**src/rtl/rom_sprite_display_pkg.sv**
```systemverilog
// Shared definitions for the ROM sprite display path: scale encoding,
// replica-counter helpers and RGB channel slicing.
package rom_sprite_display_pkg;

   localparam int DEF_PIX_W = 12;
   localparam int DEF_CNT_W = 11;

   typedef enum logic [1:0] {
      SCALE_1X     = 2'd0,
      SCALE_2X     = 2'd1,
      SCALE_4X     = 2'd2,
      SCALE_4X_ALT = 2'd3
   } scale_e;

   // Shift amount applied to image coordinates; the spare code behaves as 4x.
   function automatic logic [1:0] scale_shift(input logic [1:0] scale);
      case (scale)
         SCALE_1X: return 2'd0;
         SCALE_2X: return 2'd1;
         default:  return 2'd2;
      endcase
   endfunction

   // Terminal value of a replica counter for a given shift (2^s - 1).
   function automatic logic [1:0] rep_max(input logic [1:0] shift);
      case (shift)
         2'd0:    return 2'd0;
         2'd1:    return 2'd1;
         default: return 2'd3;
      endcase
   endfunction

   // LSB position of channel idx (0=r, 1=g, 2=b) in a packed {r,g,b} word.
   function automatic int unsigned chan_lsb(input int unsigned pix_w, input int unsigned idx);
      return (2 - idx) * (pix_w / 3);
   endfunction

endpackage

```
**src/rtl/rom_sprite_display_rom_addr_gen.sv**
```systemverilog
// Raster-to-ROM address generator. Decodes the visible window and the image
// rectangle, and walks the ROM with incremental column/line counters plus
// horizontal and vertical replica counters for integer scaling.
module rom_addr_gen
   import rom_sprite_display_pkg::*;
#(
   parameter int IMG_W  = 320,
   parameter int IMG_H  = 240,
   parameter int ADDR_W = 17,
   parameter int CNT_W  = DEF_CNT_W
) (
   input  logic              clk,
   input  logic              rst,
   input  logic [CNT_W-1:0]  h_cnt,
   input  logic [CNT_W-1:0]  v_cnt,
   input  logic [CNT_W-1:0]  h_start,
   input  logic [CNT_W-1:0]  v_start,
   input  logic [CNT_W-1:0]  h_visible,
   input  logic [CNT_W-1:0]  v_visible,
   input  logic [CNT_W-1:0]  pos_x,
   input  logic [CNT_W-1:0]  pos_y,
   input  logic [1:0]        scale,
   output logic [ADDR_W-1:0] rom_addr,
   output logic              in_img,
   output logic              vis
);

   localparam int EXT_W = CNT_W + 3;

   logic              frame_start, armed_e;
   logic [CNT_W-1:0]  pos_x_e, pos_y_e;
   logic [1:0]        shift_e, rmax;
   logic [EXT_W-1:0]  hx, vx, col, row, px, py, img_w_s, img_h_s;
   logic              h_vis, v_vis, vis_c, in_img_c, row_first;
   logic [ADDR_W-1:0] line_base_e, cur_addr;
   logic [1:0]        h_rep_cur;

   logic [CNT_W-1:0]  pos_x_q, pos_x_d, pos_y_q, pos_y_d;
   logic [1:0]        shift_q, shift_d;
   logic              armed_q, armed_d;
   logic [ADDR_W-1:0] line_base_q, line_base_d, addr_q, addr_d;
   logic [1:0]        h_rep_q, h_rep_d, v_rep_q, v_rep_d;
   logic [ADDR_W-1:0] rom_addr_q, rom_addr_d;
   logic              in_img_q, in_img_d, vis_q, vis_d;

   // Window and image-rectangle decode; frame-start cycle already sees new geometry.
   always_comb begin
      frame_start = (h_cnt == '0) && (v_cnt == '0);
      pos_x_e     = frame_start ? pos_x : pos_x_q;
      pos_y_e     = frame_start ? pos_y : pos_y_q;
      shift_e     = frame_start ? scale_shift(scale) : shift_q;
      armed_e     = frame_start || armed_q;
      rmax        = rep_max(shift_e);
      hx          = EXT_W'(h_cnt);
      vx          = EXT_W'(v_cnt);
      h_vis       = (hx >= EXT_W'(h_start)) && (hx < EXT_W'(h_start) + EXT_W'(h_visible));
      v_vis       = (vx >= EXT_W'(v_start)) && (vx < EXT_W'(v_start) + EXT_W'(v_visible));
      col         = hx - EXT_W'(h_start);
      row         = vx - EXT_W'(v_start);
      px          = EXT_W'(pos_x_e);
      py          = EXT_W'(pos_y_e);
      img_w_s     = EXT_W'(IMG_W) << shift_e;
      img_h_s     = EXT_W'(IMG_H) << shift_e;
      vis_c       = armed_e && h_vis && v_vis;
      in_img_c    = vis_c && (col >= px) && (col < px + img_w_s)
                          && (row >= py) && (row < py + img_h_s);
   end

   // Incremental address walk: reload from line_base on row entry, step on
   // horizontal replica wrap, advance line_base on vertical replica wrap.
   always_comb begin
      pos_x_d     = pos_x_q;
      pos_y_d     = pos_y_q;
      shift_d     = shift_q;
      armed_d     = armed_q;
      line_base_d = line_base_q;
      addr_d      = addr_q;
      h_rep_d     = h_rep_q;
      v_rep_d     = v_rep_q;
      rom_addr_d  = rom_addr_q;
      in_img_d    = in_img_c;
      vis_d       = vis_c;

      line_base_e = frame_start ? '0 : line_base_q;
      row_first   = in_img_c && (!in_img_q || frame_start);
      cur_addr    = row_first ? line_base_e : addr_q;
      h_rep_cur   = row_first ? 2'd0 : h_rep_q;

      if (in_img_c) begin
         rom_addr_d = cur_addr;
         if (h_rep_cur == rmax) begin
            h_rep_d = 2'd0;
            addr_d  = cur_addr + ADDR_W'(1);
         end else begin
            h_rep_d = h_rep_cur + 2'd1;
            addr_d  = cur_addr;
         end
      end else if (in_img_q) begin
         // Falling edge of in_img: the previous cycle was the row's last image pixel.
         h_rep_d = 2'd0;
         if (v_rep_q == rmax) begin
            v_rep_d     = 2'd0;
            line_base_d = line_base_q + ADDR_W'(IMG_W);
         end else begin
            v_rep_d = v_rep_q + 2'd1;
         end
      end

      if (frame_start) begin
         pos_x_d     = pos_x;
         pos_y_d     = pos_y;
         shift_d     = scale_shift(scale);
         armed_d     = 1'b1;
         line_base_d = '0;
         v_rep_d     = 2'd0;
      end
   end

   // State register; reset also disarms output until the next frame start.
   always_ff @(posedge clk) begin
      if (rst) begin
         pos_x_q     <= '0;
         pos_y_q     <= '0;
         shift_q     <= '0;
         armed_q     <= 1'b0;
         line_base_q <= '0;
         addr_q      <= '0;
         h_rep_q     <= '0;
         v_rep_q     <= '0;
         rom_addr_q  <= '0;
         in_img_q    <= 1'b0;
         vis_q       <= 1'b0;
      end else begin
         pos_x_q     <= pos_x_d;
         pos_y_q     <= pos_y_d;
         shift_q     <= shift_d;
         armed_q     <= armed_d;
         line_base_q <= line_base_d;
         addr_q      <= addr_d;
         h_rep_q     <= h_rep_d;
         v_rep_q     <= v_rep_d;
         rom_addr_q  <= rom_addr_d;
         in_img_q    <= in_img_d;
         vis_q       <= vis_d;
      end
   end

   assign rom_addr = rom_addr_q;
   assign in_img   = in_img_q;
   assign vis      = vis_q;

endmodule

```
**src/rtl/rom_sprite_display.sv**
```systemverilog
// ROM sprite display top: address generation, ROM-latency matching pipeline
// for the vis/in_img/key flags, and the registered colour select.
module rom_sprite_display
   import rom_sprite_display_pkg::*;
#(
   parameter int IMG_W   = 320,
   parameter int IMG_H   = 240,
   parameter int ADDR_W  = 17,
   parameter int PIX_W   = DEF_PIX_W,
   parameter int CNT_W   = DEF_CNT_W,
   parameter int ROM_LAT = 1
) (
   input  logic               clk,
   input  logic               rst,
   input  logic [CNT_W-1:0]   h_cnt,
   input  logic [CNT_W-1:0]   v_cnt,
   input  logic [CNT_W-1:0]   h_start,
   input  logic [CNT_W-1:0]   v_start,
   input  logic [CNT_W-1:0]   h_visible,
   input  logic [CNT_W-1:0]   v_visible,
   input  logic [CNT_W-1:0]   pos_x,
   input  logic [CNT_W-1:0]   pos_y,
   input  logic [1:0]         scale,
   input  logic               key_en,
   input  logic [PIX_W-1:0]   key_color,
   input  logic [PIX_W-1:0]   bg_color,
   output logic [ADDR_W-1:0]  rom_addr,
   input  logic [PIX_W-1:0]   rom_data,
   output logic [PIX_W/3-1:0] o_r,
   output logic [PIX_W/3-1:0] o_g,
   output logic [PIX_W/3-1:0] o_b,
   output logic               o_de
);

   localparam int C = PIX_W / 3;

   logic               img_s1, vis_s1;
   logic [ROM_LAT-1:0] vis_pipe_q, vis_pipe_d, img_pipe_q, img_pipe_d, key_pipe_q, key_pipe_d;
   logic [PIX_W-1:0]   rgb_q, rgb_d;
   logic               de_q, de_d;
   logic               vis_a, img_a, key_a;

   rom_addr_gen #(
      .IMG_W  (IMG_W),
      .IMG_H  (IMG_H),
      .ADDR_W (ADDR_W),
      .CNT_W  (CNT_W)
   ) u_addr_gen (
      .clk       (clk),
      .rst       (rst),
      .h_cnt     (h_cnt),
      .v_cnt     (v_cnt),
      .h_start   (h_start),
      .v_start   (v_start),
      .h_visible (h_visible),
      .v_visible (v_visible),
      .pos_x     (pos_x),
      .pos_y     (pos_y),
      .scale     (scale),
      .rom_addr  (rom_addr),
      .in_img    (img_s1),
      .vis       (vis_s1)
   );

   // Flag delay line matching ROM latency, then colour select for the output stage.
   always_comb begin
      vis_pipe_d    = vis_pipe_q;
      img_pipe_d    = img_pipe_q;
      key_pipe_d    = key_pipe_q;
      vis_pipe_d[0] = vis_s1;
      img_pipe_d[0] = img_s1;
      key_pipe_d[0] = key_en;
      for (int unsigned i = 1; i < ROM_LAT; i++) begin
         vis_pipe_d[i] = vis_pipe_q[i-1];
         img_pipe_d[i] = img_pipe_q[i-1];
         key_pipe_d[i] = key_pipe_q[i-1];
      end

      vis_a = vis_pipe_q[ROM_LAT-1];
      img_a = img_pipe_q[ROM_LAT-1];
      key_a = key_pipe_q[ROM_LAT-1];

      rgb_d = '0;
      de_d  = vis_a;
      if (vis_a) begin
         if (!img_a || (key_a && (rom_data == key_color))) rgb_d = bg_color;
         else                                              rgb_d = rom_data;
      end
   end

   // Pipeline and output registers.
   always_ff @(posedge clk) begin
      if (rst) begin
         vis_pipe_q <= '0;
         img_pipe_q <= '0;
         key_pipe_q <= '0;
         rgb_q      <= '0;
         de_q       <= 1'b0;
      end else begin
         vis_pipe_q <= vis_pipe_d;
         img_pipe_q <= img_pipe_d;
         key_pipe_q <= key_pipe_d;
         rgb_q      <= rgb_d;
         de_q       <= de_d;
      end
   end

   assign o_r  = rgb_q[chan_lsb(PIX_W, 0) +: C];
   assign o_g  = rgb_q[chan_lsb(PIX_W, 1) +: C];
   assign o_b  = rgb_q[chan_lsb(PIX_W, 2) +: C];
   assign o_de = de_q;

endmodule

```
**config.mk**
```make
export PLATFORM = sky130hd
export DESIGN_NAME = rom_sprite_display
export DESIGN_NICKNAME = d
export VERILOG_FILES = /design/src/rtl/rom_sprite_display_pkg.sv /design/src/rtl/rom_sprite_display_rom_addr_gen.sv /design/src/rtl/rom_sprite_display.sv
export SDC_FILE = /design/constraint.sdc
export NUM_CORES = 1
export LEC_CHECK = 0
export ABC_AREA = 1
export ABC_CLOCK_PERIOD_IN_PS = 8700
export BUFFER_PORTS_ARGS = -buffer_cell sky130_fd_sc_hd__buf_2
export CORE_MARGIN = 2
export CORE_UTILIZATION = 30
export DETAILED_ROUTE_END_ITERATION = 6
export GPL_ROUTABILITY_DRIVEN = 0
export PLACE_DENSITY = 0.48
export SYNTH_ARGS = -nofsm -noshare
export SYNTH_HDL_FRONTEND = slang
export SYNTH_HIERARCHICAL = 1
export SYNTH_SLANG_ARGS = --single-unit
```
**constraint.sdc**
```tcl
create_clock -name clk -period 8.7 [get_ports clk]
set_input_delay 0.435 -clock clk [delete_from_list [all_inputs] [get_ports clk]]
set_output_delay 0.435 -clock clk [all_outputs]
set_load 0.03 [all_outputs]
```
### Word-level counts from Yosys, hierarchy flattened

Index checks and enable logic that the tools add are counted.

* output and inout port bits: 30
* logic and storage cells: 82
* register bits after elaboration: 98

* bitwise operators: 2
* order comparisons: 8
* reduce and logical (&&, ||, !) cells: 25
* shifts and indexed selects: 2
* add/subtract/negate cells: 10
* multiplexer cells: 14
* equality and inequality tests: 5

Operators with widths (count)
* 17-bit two-way mux: 3
* 11-bit by 14-bit adder with 14-bit output: 2
* 14-bit by 11-bit >= comparator with 1-bit output: 2
* 11-bit by 14-bit less-than comparator with 1-bit output: 2
* 14-bit less-than comparator: 2
* 11-bit by 11-bit adder with 12-bit output: 2
* 11-bit by 11-bit subtractor with 12-bit output: 2
* 11-bit >= comparator: 2
* 11-bit logical NOT: 2
* 11-bit two-way mux: 2
* 17-bit by 1-bit adder with 17-bit output, second input constant: 1
* 17-bit by 9-bit adder with 17-bit output, second input constant: 1
* 8-bit by 2-bit << shifter with 14-bit output, first input constant: 1
* 9-bit by 2-bit << shifter with 14-bit output, first input constant: 1
* 12-bit equality test: 1
* 12-bit two-way mux: 1
* 2-bit two-way mux: 6
* 1-bit logical AND: 11
* 2-bit case mux with 2 select lines: 2
* 2-bit by 1-bit adder with 2-bit output, second input constant: 2
* 2-bit by 1-bit equality test with 1-bit output, second input constant: 2
* 2-bit equality test: 2
* 2-bit logical NOT: 2
* 2-bit OR reduction: 2
* 6 further kinds: 10

### Logic depth before layout (Yosys ltp)

* word-level depth: 14
* gate-level depth with buffers: 43

### Modules after synthesis

The synthesis kept the hierarchy.

By module, submodules not included
* rom_addr_gen: cells an instance 1092, sequential area each 1521.5 um2, area each 7384.6 um2, instances 1
* rom_sprite_display: cells an instance 141, sequential area each 320.3 um2, area each 854.6 um2, instances 1

### Worst setup path before layout

OpenSTA, ideal clock, no wires.

* path type: input-to-reg
* start: input h_cnt[0]
* end: register u_addr_gen.addr_q[14]
* required time: 8.590 ns
* buffers on the path: 4
* stages on the path: 41
* arrival time: 4.958 ns
* setup slack: 3.633 ns
* cells stage by stage: or2_4 -> nor2_4 -> nand3_4 -> clkbuf_1 -> clkbuf_1 -> clkbuf_1 -> o21ai_0 -> inv_1 -> ha_1 -> inv_1 -> nor2_1 -> nor2_1 -> nand2_1 -> nand2_1 -> nand2_1 -> nand2_1 -> nand2_1 -> ha_1 -> [... 5 more ...] -> nand3_2 -> nor2_4 -> nand3_4 -> buf_2 -> nand2_1 -> inv_1 -> ha_1 -> inv_1 -> nor2_1 -> nand3_1 -> nor2_1 -> nand3_1 -> nor2_4 -> nand2_2 -> nor2_1 -> nand2_1 -> nand2_1 -> nor2_1

* longest elaborated chain between the ends: 13
* elaborated cells between the ends (all ways): 35
* classes of those cells: add/sub (4); order compare (6); eq/ne (2); shift (2); mux (8); reduce/logical (13)

RTL lines
* from (decl): RTL line rom_sprite_display.sv:15 `input logic [CNT_W-1:0] h_cnt,`
* 11-bit logical NOT: RTL line rom_sprite_display_rom_addr_gen.sv:48 `frame_start = (h_cnt == '0) && (v_cnt == '0);`
* 1-bit logical AND: RTL line rom_sprite_display_rom_addr_gen.sv:48
* 2-bit two-way mux / 1-bit logical OR (equally long branches)
* 9-bit by 2-bit << shifter with 14-bit output / 1-bit logical AND (equally long branches): RTL line rom_sprite_display_rom_addr_gen.sv:62, rom_sprite_display_rom_addr_gen.sv:64
* 11-bit by 14-bit adder with 14-bit output / 1-bit logical AND (equally long branches): RTL line rom_sprite_display_rom_addr_gen.sv:65, rom_sprite_display_rom_addr_gen.sv:64
* 14-bit less-than comparator / 1-bit logical AND (equally long branches): RTL line rom_sprite_display_rom_addr_gen.sv:65 `in_img_c = vis_c && (col >= px) && (col < px + img_w_s)`
* 1-bit logical AND: RTL line rom_sprite_display_rom_addr_gen.sv:65
* 1-bit logical AND (2 in a row): RTL line rom_sprite_display_rom_addr_gen.sv:66 `&& (row >= py) && (row < py + img_h_s);`
* 1-bit logical AND: RTL line rom_sprite_display_rom_addr_gen.sv:85 `row_first = in_img_c && (!in_img_q || frame_start);`
* 17-bit two-way mux (*): RTL line rom_sprite_display_rom_addr_gen.sv:86 `cur_addr = row_first ? line_base_e : addr_q;`
* net u_addr_gen.cur_addr[0]: RTL line rom_sprite_display_rom_addr_gen.sv:35 `logic [ADDR_W-1:0] line_base_e, cur_addr;`
* 17-bit by 1-bit adder with 17-bit output (*): RTL line rom_sprite_display_rom_addr_gen.sv:93 `addr_d = cur_addr + ADDR_W'(1);`
* 17-bit two-way mux (*): RTL line rom_sprite_display_rom_addr_gen.sv:91 `if (h_rep_cur == rmax) begin`
* to (signal assigned): RTL line rom_sprite_display_rom_addr_gen.sv:139 `addr_q <= addr_d;`
* to (decl): RTL line rom_sprite_display_rom_addr_gen.sv:41 `logic [ADDR_W-1:0] line_base_q, line_base_d, addr_q, addr_d;`

Mark *: on every way through the listed nets, which the timed path passes. The rest lies on a longest branch.
A chain may end at the register's enable or synchronous reset.

### Final worst setup path

* start: input v_cnt[4]
* end: register u_addr_gen.addr_q[14]

* elaborated cells between the ends (all ways): 35
* classes of those cells: add/sub (4); order compare (6); eq/ne (2); shift (2); mux (8); reduce/logical (13)

RTL lines
* from (decl): RTL line rom_sprite_display.sv:16 `input logic [CNT_W-1:0] v_cnt,`
* 11-bit logical NOT: RTL line rom_sprite_display_rom_addr_gen.sv:48
* 1-bit logical AND: RTL line rom_sprite_display_rom_addr_gen.sv:48
* 2-bit two-way mux
* 8-bit by 2-bit << shifter with 14-bit output: RTL line rom_sprite_display_rom_addr_gen.sv:63 `img_h_s = EXT_W'(IMG_H) << shift_e;`
* net u_addr_gen.img_h_s[9]: RTL line rom_sprite_display_rom_addr_gen.sv:33 `logic [EXT_W-1:0] hx, vx, col, row, px, py, img_w_s, img_h_s;`
* 11-bit by 14-bit adder with 14-bit output: RTL line rom_sprite_display_rom_addr_gen.sv:66
* 14-bit less-than comparator: RTL line rom_sprite_display_rom_addr_gen.sv:66
* 1-bit logical AND: RTL line rom_sprite_display_rom_addr_gen.sv:66
* 1-bit logical AND: RTL line rom_sprite_display_rom_addr_gen.sv:85
* 17-bit two-way mux: RTL line rom_sprite_display_rom_addr_gen.sv:86
* net u_addr_gen.cur_addr[0]: RTL line rom_sprite_display_rom_addr_gen.sv:35
* 17-bit by 1-bit adder with 17-bit output: RTL line rom_sprite_display_rom_addr_gen.sv:93
* 17-bit two-way mux: RTL line rom_sprite_display_rom_addr_gen.sv:91

The timed path passes the listed nets, and every way through them passes these cells.

==> reports/metrics.csv <==
metric;value;unit
status;finished, final reports clean;
skew;0.00821;ns
crit_family;simple AND/OR/NAND/NOR gates;
yosysTopAreaCell;dfxtp_1;
route.detailed.wl_per_inst;12.3;um
seq_area_frac_synth;0.224;
die_h;170;um
r2r_end;u_addr_gen/addr_q[14]$_SDFFE_PP0P_;
syn_area;8240;um2
async_reset_ff_frac;0;
synth_cell_types;45;
max_clock_freq;168;MHz
crit_arrival;6.23;ns
clockBufferDepth;2;
yosysTopAreaCellShare;0.224;
drt_iter0_drc;344;
tightest_slew;0.938;ns
portBuffers;158;
yosys_most_used_dff;dfxtp_1;
ys_warn_count;6;
n_antenna_cell;0;
grt_max_degree;44;
cts-resized-gates;0;
crit_path_start_kind;input port;
grt_antenna_before_repair;0;
leakage;5.10;nW
syn_inst;1233;
die_area;28800;um2
p_per_area;121;nW/um2
hold_path.class;input port to flip-flop;
drv_cap;0;
r2r_cells;33;
grt_pass1_vias;7369;
finalNetCount;1627;
final-hold-violation-count;0;
fin_setup_tns;0;ns
slew_headroom;0.375;
grt_overflow;0;
hold_buffers;0;
rsz0062_at_grt;no;
post-route-drc-count;0;
clkTransAtPathRegs;0.07;ns
vias_per_cell;4.60;
cpPeakStageDelay;0.44;ns
initial_core_util;0.306;
synth_nets;1481;
cp_max_fo;41;
row_count;60;
end_kind;flip-flop;
crit_type;input port to flip-flop;
layout_commonest_cell;nand2_1;
cts_tree;done;
antenna_left;0;
synth_edf_count;0;
min_period;5.95;ns
clock-sinks;92;
fill_cells;2953;
areaGrowthSynthToFinish;17.3;%
utilization;0.359;
hold_path_depth;3;
core_area;27000;um2
place_area;9350;um2
total_power;1.16;mW
hold_path_end;key_a$_SDFF_PP0_;
cp_slowest_cell;nand3_4;
timing.reg2reg.setup_slack;3.67;ns
wl;21.1;mm
finalCritPeriodShare;0.684;
grt_util_all_layers;0.148;
avgSynthCellArea;6.68;um2
setup_viol;0;
synth_seq_cells;92;
vias;7942;
postCtsSetupBuffers;0;
worstHoldStart;key_en;
path_buf_inv;6;
grt_pass1_wl;34.9;mm
crit_top_cell;nand2_1;
htreeDepth;3;
die_w;170;um
final_max_slew_viol_count;0;
final_cell_mix;281 x nand2_1, 178 x inv_1, 158 x buf_2, 131 x nor2_1, 113 x ha_1;
clk_latency;0.35;ns
io_pins;159;
drive_gt1_frac;0.163;
final_area;9660;um2
synth.area.top_cells;dfxtp_1 22%, ha_1 17%, nand2_1 13%;
numCtsBuffers;9;
cts_root_buf;clkbuf_16;
ir_drop;0.0663;mV
r2r_start;u_addr_gen/shift_q[1]$_SDFF_PP0_;
crit_required;8.98;ns
drt_pre_antenna_iters;5;
dpl.hpwl;17.3;mm
==> power breakdown <==
part	switching, mW	internal (mW)
sequential	0.0000599	0.421
clock	0.176	0.239
combinational	0.188	0.141
total	0.363	0.801
==> cell families (layout without fill, tap and decap cells) <==
| logic type | Yosys count | in the layout | share of synthesized area |
|---|---|---|---|
| adders and majority gates | 119 | 119 | 0.186 |
| xor gates and xnor gates | 51 | 51 | 0.0542 |
| DFF | 92 | 92 | 0.224 |
| AOI/OAI and AO/OA | 202 | 202 | 0.135 |
| and+or+nand+nor | 553 | 553 | 0.294 |
| muxes | 8 | 8 | 0.00972 |
| buffers and inverters | 208 | 359 | 0.0975 |
==> worst register-to-register path, delay by kind of cell, from the launching register on <==
kind                       cells  cell delay, ns
adders and majority gates      4            1.01
AOI/OAI and AO/OA              5            0.89
buffers and inverters          5            0.63
DFF                            1            0.30
xor gates and xnor gates       1            0.10
and+or+nand+nor               18            2.02
==> worst max path at each step <==
stage / end / depth (start not counted) / startpoint / slack [ns]
2_1_floorplan: u_addr_gen/addr_q[14]$_SDFFE_PP0P_ / 41 / h_cnt[0] / 3.63
3_3_place_gp: u_addr_gen/addr_q[16]$_SDFFE_PP0P_ / 37 / h_cnt[2] / 2.39
3_5_place_dp: u_addr_gen/addr_q[16]$_SDFFE_PP0P_ / 37 / h_cnt[2] / 2.31
4_1_cts: u_addr_gen/addr_q[16]$_SDFFE_PP0P_ / 37 / h_cnt[2] / 2.64
5_1_grt: u_addr_gen/addr_q[14]$_SDFFE_PP0P_ / 38 / h_cnt[7] / 2.04
6_report: u_addr_gen/addr_q[14]$_SDFFE_PP0P_ / 38 / v_cnt[4] / 2.75
==> flip-flops by register name, summed over array words and instances (netlist names), 11 cells and up <==
name and cells:
rgb_q 12, u_addr_gen/addr_q 17, u_addr_gen/line_base_q 11, u_addr_gen/pos_x_q 11
u_addr_gen/pos_y_q 11, u_addr_gen/rom_addr 17
==> synthesized netlist by cell type (13+ instances only) <==
cell type,number
a21oi_1,112
clkbuf_1,17
dfxtp_1,92
ha_1,113
inv_1,178
nand2_1,281
nand3_1,64
nor2_1,131
nor3_1,17
o21ai_0,54
or2_2,13
xnor2_1,21
xor2_1,30
==> layer usage <==
metal  track usage  routed length, um
met5             0                  0
met4        0.0323                191
met3        0.0156                594
met2         0.255               9820
met1         0.198              10500
==> per-stage QoR <==
step                cells  hold WS, ns  setup WS (ns)
finish               1725        0.285           2.75
global route         1725        0.291           2.04
CTS                  1725        0.279           2.64
detailed placement   1709        0.459           2.31
global placement     1709        0.456           2.39
floorplan            1233        0.388           3.63
==> layout make-up <==
cell class                 instances  area (um2)  share of cell area
clock buffer                      11         253              0.0262
tap                              341         427              0.0441
sequential                        92        1840               0.191
multi-input combinational        933        5590               0.579
timing repair buffer             159         798              0.0826
clock inverter                     5        60.1             0.00621
inverter                         184         691              0.0715
Power figures use the tool's default switching activity.
